$ cat src/rtl/tl_monitor.sv
// Passive checker for the intersection lamp outputs: decodes phase, checks order and dwell, counts rotations.
// Latency: lamp change before edge k is visible on outputs after edge k+1; never backpressures. Option: TLM_FAULT_LATCH_EN.
module tl_monitor #(
  parameter int GREEN_CYCLES  = 6,
  parameter int YELLOW_CYCLES = 3,
  parameter int DWELL_W       = 8
) (
  input  logic       clk,
  input  logic       rst_n,
  input  logic       ns_r,
  input  logic       ns_y,
  input  logic       ns_g,
  input  logic       ew_r,
  input  logic       ew_y,
  input  logic       ew_g,
  input  logic       clr_err,
  output logic [1:0] phase,
  output logic       phase_valid,
  output logic       err_pat,
  output logic       err_seq,
  output logic       err_dur,
  output logic [2:0] err_flags,
`ifdef TLM_FAULT_LATCH_EN
  output logic       fault,
`endif
  output logic [7:0] rotations
);

  localparam logic [DWELL_W-1:0] GREEN_DW  = DWELL_W'(GREEN_CYCLES);
  localparam logic [DWELL_W-1:0] YELLOW_DW = DWELL_W'(YELLOW_CYCLES);
  localparam logic [DWELL_W-1:0] DWELL_ONE = DWELL_W'(1);

  typedef enum logic [1:0] {
    S_SYNC  = 2'd0,
    S_TRACK = 2'd1
`ifdef TLM_FAULT_LATCH_EN
    ,S_FAULT = 2'd2
`endif
  } state_t;

  state_t             state_q, state_d;
  logic [5:0]         lamp_q, lamp_d;
  logic               samp_vld_q, samp_vld_d;
  logic [1:0]         phase_q, phase_d;
  logic               pv_q, pv_d;
  logic               pat_q, pat_d;
  logic               seq_q, seq_d;
  logic               dur_q, dur_d;
  logic [2:0]         flags_q, flags_d;
  logic [7:0]         rot_q, rot_d;
  logic [DWELL_W-1:0] dwell_q, dwell_d;
  logic               first_q, first_d;

  logic               legal;
  logic [1:0]         code;
  logic               in_fault;
  logic               chg;
  logic [DWELL_W-1:0] req_dwell;

  always_ff @(posedge clk or negedge rst_n) begin
    if (!rst_n) begin
      state_q    <= S_SYNC;
      lamp_q     <= '0;
      samp_vld_q <= 1'b0;
      phase_q    <= 2'b00;
      pv_q       <= 1'b0;
      pat_q      <= 1'b0;
      seq_q      <= 1'b0;
      dur_q      <= 1'b0;
      flags_q    <= 3'b000;
      rot_q      <= 8'd0;
      dwell_q    <= '0;
      first_q    <= 1'b0;
    end else begin
      state_q    <= state_d;
      lamp_q     <= lamp_d;
      samp_vld_q <= samp_vld_d;
      phase_q    <= phase_d;
      pv_q       <= pv_d;
      pat_q      <= pat_d;
      seq_q      <= seq_d;
      dur_q      <= dur_d;
      flags_q    <= flags_d;
      rot_q      <= rot_d;
      dwell_q    <= dwell_d;
      first_q    <= first_d;
    end
  end

  // The sample register holds zeros straight out of reset; it is not a real observation.
  always_comb begin
    lamp_d     = {ns_r, ns_y, ns_g, ew_r, ew_y, ew_g};
    samp_vld_d = 1'b1;
  end

  always_comb begin
    legal = 1'b1;
    code  = 2'b00;
    case (lamp_q)
      6'b001_100: code = 2'b00;
      6'b010_100: code = 2'b01;
      6'b100_001: code = 2'b10;
      6'b100_010: code = 2'b11;
      default:    legal = 1'b0;
    endcase
  end

  // FSM output process
  always_comb begin
`ifdef TLM_FAULT_LATCH_EN
    in_fault = (state_q == S_FAULT);
    fault    = in_fault;
`else
    in_fault = 1'b0;
`endif
  end

  always_comb begin
    chg       = (state_q == S_TRACK) && samp_vld_q && legal && (code != phase_q);
    req_dwell = phase_q[0] ? YELLOW_DW : GREEN_DW;
    pat_d     = samp_vld_q && !legal && !in_fault;
    seq_d     = chg && (code != phase_q + 2'd1);
    dur_d     = chg && !first_q && (dwell_q != req_dwell);
  end

  // FSM next-state process
  always_comb begin
    state_d = state_q;
    case (state_q)
      S_SYNC:  if (samp_vld_q && legal) state_d = S_TRACK;
      S_TRACK: if (samp_vld_q && !legal) state_d = S_SYNC;
      default: state_d = state_q;
    endcase
`ifdef TLM_FAULT_LATCH_EN
    if (pat_d || seq_d || dur_d) state_d = S_FAULT;
`endif
  end

  always_comb begin
    phase_d = phase_q;
    pv_d    = pv_q;
    dwell_d = dwell_q;
    first_d = first_q;
    rot_d   = rot_q;
    if (in_fault) begin
      pv_d = 1'b0;
    end else if (samp_vld_q) begin
      if (!legal) begin
        pv_d = 1'b0;
      end else if (state_q == S_SYNC) begin
        phase_d = code;
        pv_d    = 1'b1;
        dwell_d = DWELL_ONE;
        first_d = 1'b1;
      end else if (!chg) begin
        dwell_d = (dwell_q == '1) ? dwell_q : dwell_q + DWELL_ONE;
      end else begin
        phase_d = code;
        dwell_d = DWELL_ONE;
        first_d = 1'b0;
        if (!seq_d && code == 2'b00) rot_d = rot_q + 8'd1;
      end
    end
`ifdef TLM_FAULT_LATCH_EN
    if (state_d == S_FAULT) pv_d = 1'b0;
`endif
  end

  // A clear never hides a pulse that is visible during the clearing cycle.
  always_comb begin
    flags_d = (clr_err ? {dur_q, seq_q, pat_q} : flags_q) | {dur_d, seq_d, pat_d};
  end

  assign phase       = phase_q;
  assign phase_valid = pv_q;
  assign err_pat     = pat_q;
  assign err_seq     = seq_q;
  assign err_dur     = dur_q;
  assign err_flags   = flags_q;
  assign rotations   = rot_q;

endmodule

$ cat config.mk
export PLATFORM = sky130hd
export DESIGN_NAME = tl_monitor
export DESIGN_NICKNAME = d
export VERILOG_FILES = /design/src/rtl/tl_monitor.sv
export SDC_FILE = /design/constraint.sdc
export NUM_CORES = 1
export LEC_CHECK = 0
export CAP_MARGIN = 10
export CORE_MARGIN = 1.5
export CORE_UTILIZATION = 39
export DETAILED_ROUTE_END_ITERATION = 10
export PLACE_DENSITY = 0.67
export SYNTH_ARGS = -nofsm -noshare
export SYNTH_HDL_FRONTEND = slang
export SYNTH_SLANG_ARGS = --single-unit
$ cat constraint.sdc
create_clock -name clk -period 5.9 [get_ports clk]
set_input_delay 0.59 -clock clk [delete_from_list [all_inputs] [get_ports clk]]
set_output_delay 0.59 -clock clk [all_outputs]
set_load 0.05 [all_outputs]
==> metrics.cfg <==
[logic_synthesis]
synth-seq-area-share_pct = 51.9
syn_nets = 157
synth-edff-count = 0
synth_top_cells_by_area = dfrtp_1 52%, xor2_1 4.8%, nor4_2 3.8%
synth_top_area_share_pct = 51.9
synthArstFlopShare_pct = 100
yosysTopAreaCell = dfrtp_1
yosys.cell_types.count = 44
synth_ff_type = dfrtp_1
yosysWarningCount = 0
syn_avg_cell_area_um2 = 11.2
synthCells = 146
synth_area_mm2 = 0.00164
ys_seq_elements = 34

[power_and_ir_drop]
fin_total_pwr_mw = 0.564
p_sw_mw = 0.150
power_density_mw_per_mm2 = 275
ir_drop_mv = 0.206
p_int_mw = 0.414
swShare_pct = 26.6
clockPowerShare_pct = 38.4
seq_power_share_pct = 47.2
cellLeakagePower_nw = 0.870
comb_power_share_pct = 14.4

[route]
postRouteAntennaNets = 0
via_per_inst = 5.41
first_iter_violations = 46
wl_um = 3200
drtPass1Iterations = 4
detail_route.wl_per_cell_um = 14.2
vias = 1223
drc = 0

[cells_and_area]
antenna_cells_inserted = 0
post-route-util_pct = 51.0
syn_to_final_growth_pct = 25.2
fin_area_mm2 = 0.00205
layout.nets = 187
fillerInstances = 378
drive_above_1_share_pct = 10.2

[clocking]
cts_tree = built
cts.repair.resized = 0
postCtsSetupBuffers = 0
root_buffer = clkbuf_8
postCtsHoldBufs = 0
htreeDepth = 2
cts_buffers = 5
clockBufferDepth = 2
cts_sinks = 34
clk_pin_slew_ps = 70
clk_latency_ps = 290

[global_route]
busiest_layer = met2
antenna_found_initial = 0
grt_pass1_vias = 1253
use_met2_pct = 29.7
track_usage_pct = 16.8
grt_max_degree = 35
met3_usage_pct = 5.76
grtUsageMet1_pct = 18.5
grt_pass1_wl_um = 5640
gr-total-overflow = 0

[timing]
relSlewSlack_pct = 64.2
rsz0062_at_grt = no
setup_tns_ps = 0
skew_ps = 10.9
tightest_slew_ps = 537
fin_crit_ps = 2350
slew_viol_final = 0
finalCritPeriodShare_pct = 39.8
fmax_ghz = 0.426
hold_viol = 0
setup_viol = 0
setup_ws_ps = 3550

[place]
pre_cts_ws_ps = 3540
hpwl_um = 2370
port_buffers = 25
placedInstanceArea_mm2 = 0.00194
gp_congestion = 0.898

[worst_setup_path]
crit_path_end_kind = flip-flop
cp_max_fo = 13
crit_required_ps = 6070
start_kind = flip-flop
arrival_ps = 2520
path_class = flip-flop to flip-flop

[floorplan]
core_region_area_mm2 = 0.00403
initial_utilization_pct = 40.7
ios = 26
die_w_um = 67.9
num_rows = 23
die_h_um = 67.9
die_area_mm2 = 0.00460

[job]
cap_violations = 0

[min_path]
hold_class = flip-flop to flip-flop

[status]
status = finished, final reports clean

==> metrics by stage <==
stage | std cells | hold slack (ps)
2_1_floorplan | 146 | 294
3_3_place_gp | 219 | 459
3_5_place_dp | 219 | 461
4_1_cts | 226 | 473
5_1_grt | 226 | 496
6_report | 226 | 464
==> flip-flops by register name, summed over array words and instances, names as in the netlist <==
| name | count |
|---|---|
| dwell_q | 8 |
| rotations | 8 |
| lamp_q | 6 |
| err_flags | 3 |
| phase | 2 |
| err_dur | 1 |
| err_pat | 1 |
| err_seq | 1 |
| first_q | 1 |
| phase_valid | 1 |
| samp_vld_q | 1 |
| state_q | 1 |
==> cells in the mapped netlist (2+ instances only) <==
cell / number
nor4_2: 5
and3_1: 3
nand4_1: 4
inv_1: 2
nand2b_1: 2
nor2_1: 13
a22o_1: 2
dfrtp_1: 34
nor4_1: 2
or4_1: 2
mux2i_1: 2
a2111oi_1: 3
nor4bb_1: 2
ha_1: 2
xnor2_1: 7
o21ai_0: 5
nand2_1: 13
nand3_1: 4
o21ai_1: 3
a21oi_1: 4
xor2_1: 9
==> path summary, 6_finish.rpt <==
check	cells after the start	startpoint	slack [ps]	end
worst max register to register	5	lamp_q[3]$_DFF_PN0_	3550	rotations[1]$_DFFE_PN0P_
max in group asynchronous	2	rst_n	4880	lamp_q[5]$_DFF_PN0_
worst min-delay path	1	rotations[7]$_DFFE_PN0P_	460	rotations[7]$_DFFE_PN0P_
min in group asynchronous	2	rst_n	710	rotations[4]$_DFFE_PN0P_
worst max-delay path	5	lamp_q[3]$_DFF_PN0_	3550	rotations[1]$_DFFE_PN0P_
worst min register to register	1	rotations[7]$_DFFE_PN0P_	460	rotations[7]$_DFFE_PN0P_
==> layout by cell type, fill, tap and decap left out, types with 2 or more instances in the layout <==
master	Yosys	layout
nand4_1	4	4
o21ai_0	5	5
or4_1	2	2
nand3_1	4	4
ha_1	2	2
clkbuf_8	0	6
a21oi_1	4	4
mux2i_1	2	2
nor2_1	13	13
dfrtp_1	34	34
nor4bb_1	2	2
nand2_1	13	13
a22o_1	2	2
xor2_1	9	9
xnor2_1	7	7
clkdlybuf4s50_1	0	25
nor4_2	5	5
a2111oi_1	3	3
nor4_1	2	2
and3_1	3	3
o21ai_1	3	3
inv_1	2	2
nand2b_1	2	2
==> metal layers <==
metal / vias to the layer above / routed length, µm
met4: 0 / 59
li1: 588 / -
met3: 7 / 108
met1: 600 / 1370
met2: 28 / 1670
met5: - / 0
==> logic make-up (layout without fill, tap and decap cells) <==
logic type | count (synthesis) | after routing | synth area share [%]
AOI/OAI and AO/OA | 26 | 26 | 11.4
xor gates and xnor gates | 16 | 16 | 8.54
adders and majority gates | 2 | 2 | 1.53
buffers and inverters | 5 | 35 | 1.68
DFF | 34 | 34 | 51.9
muxes | 4 | 4 | 2.59
other | 1 | 1 | 0.229
and+or+nand+nor | 58 | 58 | 22.2
==> power groups by stage <==
stage          Combinational, mW  Clock, mW  Sequential [mW]
2_1_floorplan             0.0407          0            0.280
3_3_place_gp              0.0806          0            0.269
3_5_place_dp              0.0815          0            0.270
4_1_cts                   0.0823      0.222            0.266
5_1_grt                   0.0908      0.235            0.269
6_report                  0.0812      0.217            0.266
==> final cells by class <==
class	instances	area, µm²	share of cell area (%)
Clock buffer	6	82.6	4.02
Clock inverter	1	30.0	1.46
Inverter	2	7.51	0.366
Multi-Input combinational cell	107	762	37.1
Sequential cell	34	851	41.4
Tap cell	50	62.6	3.05
Timing Repair Buffer	26	258	12.6
==> worst max-delay path, stage by stage (launching register included) <==
cell and delay [ps]:
dfrtp_1 410, nor4b_1 510, nand3_1 370, and2_4 330
nor4_4 270, mux2_1 350
Note: power is estimated with default switching activity, not from simulation.
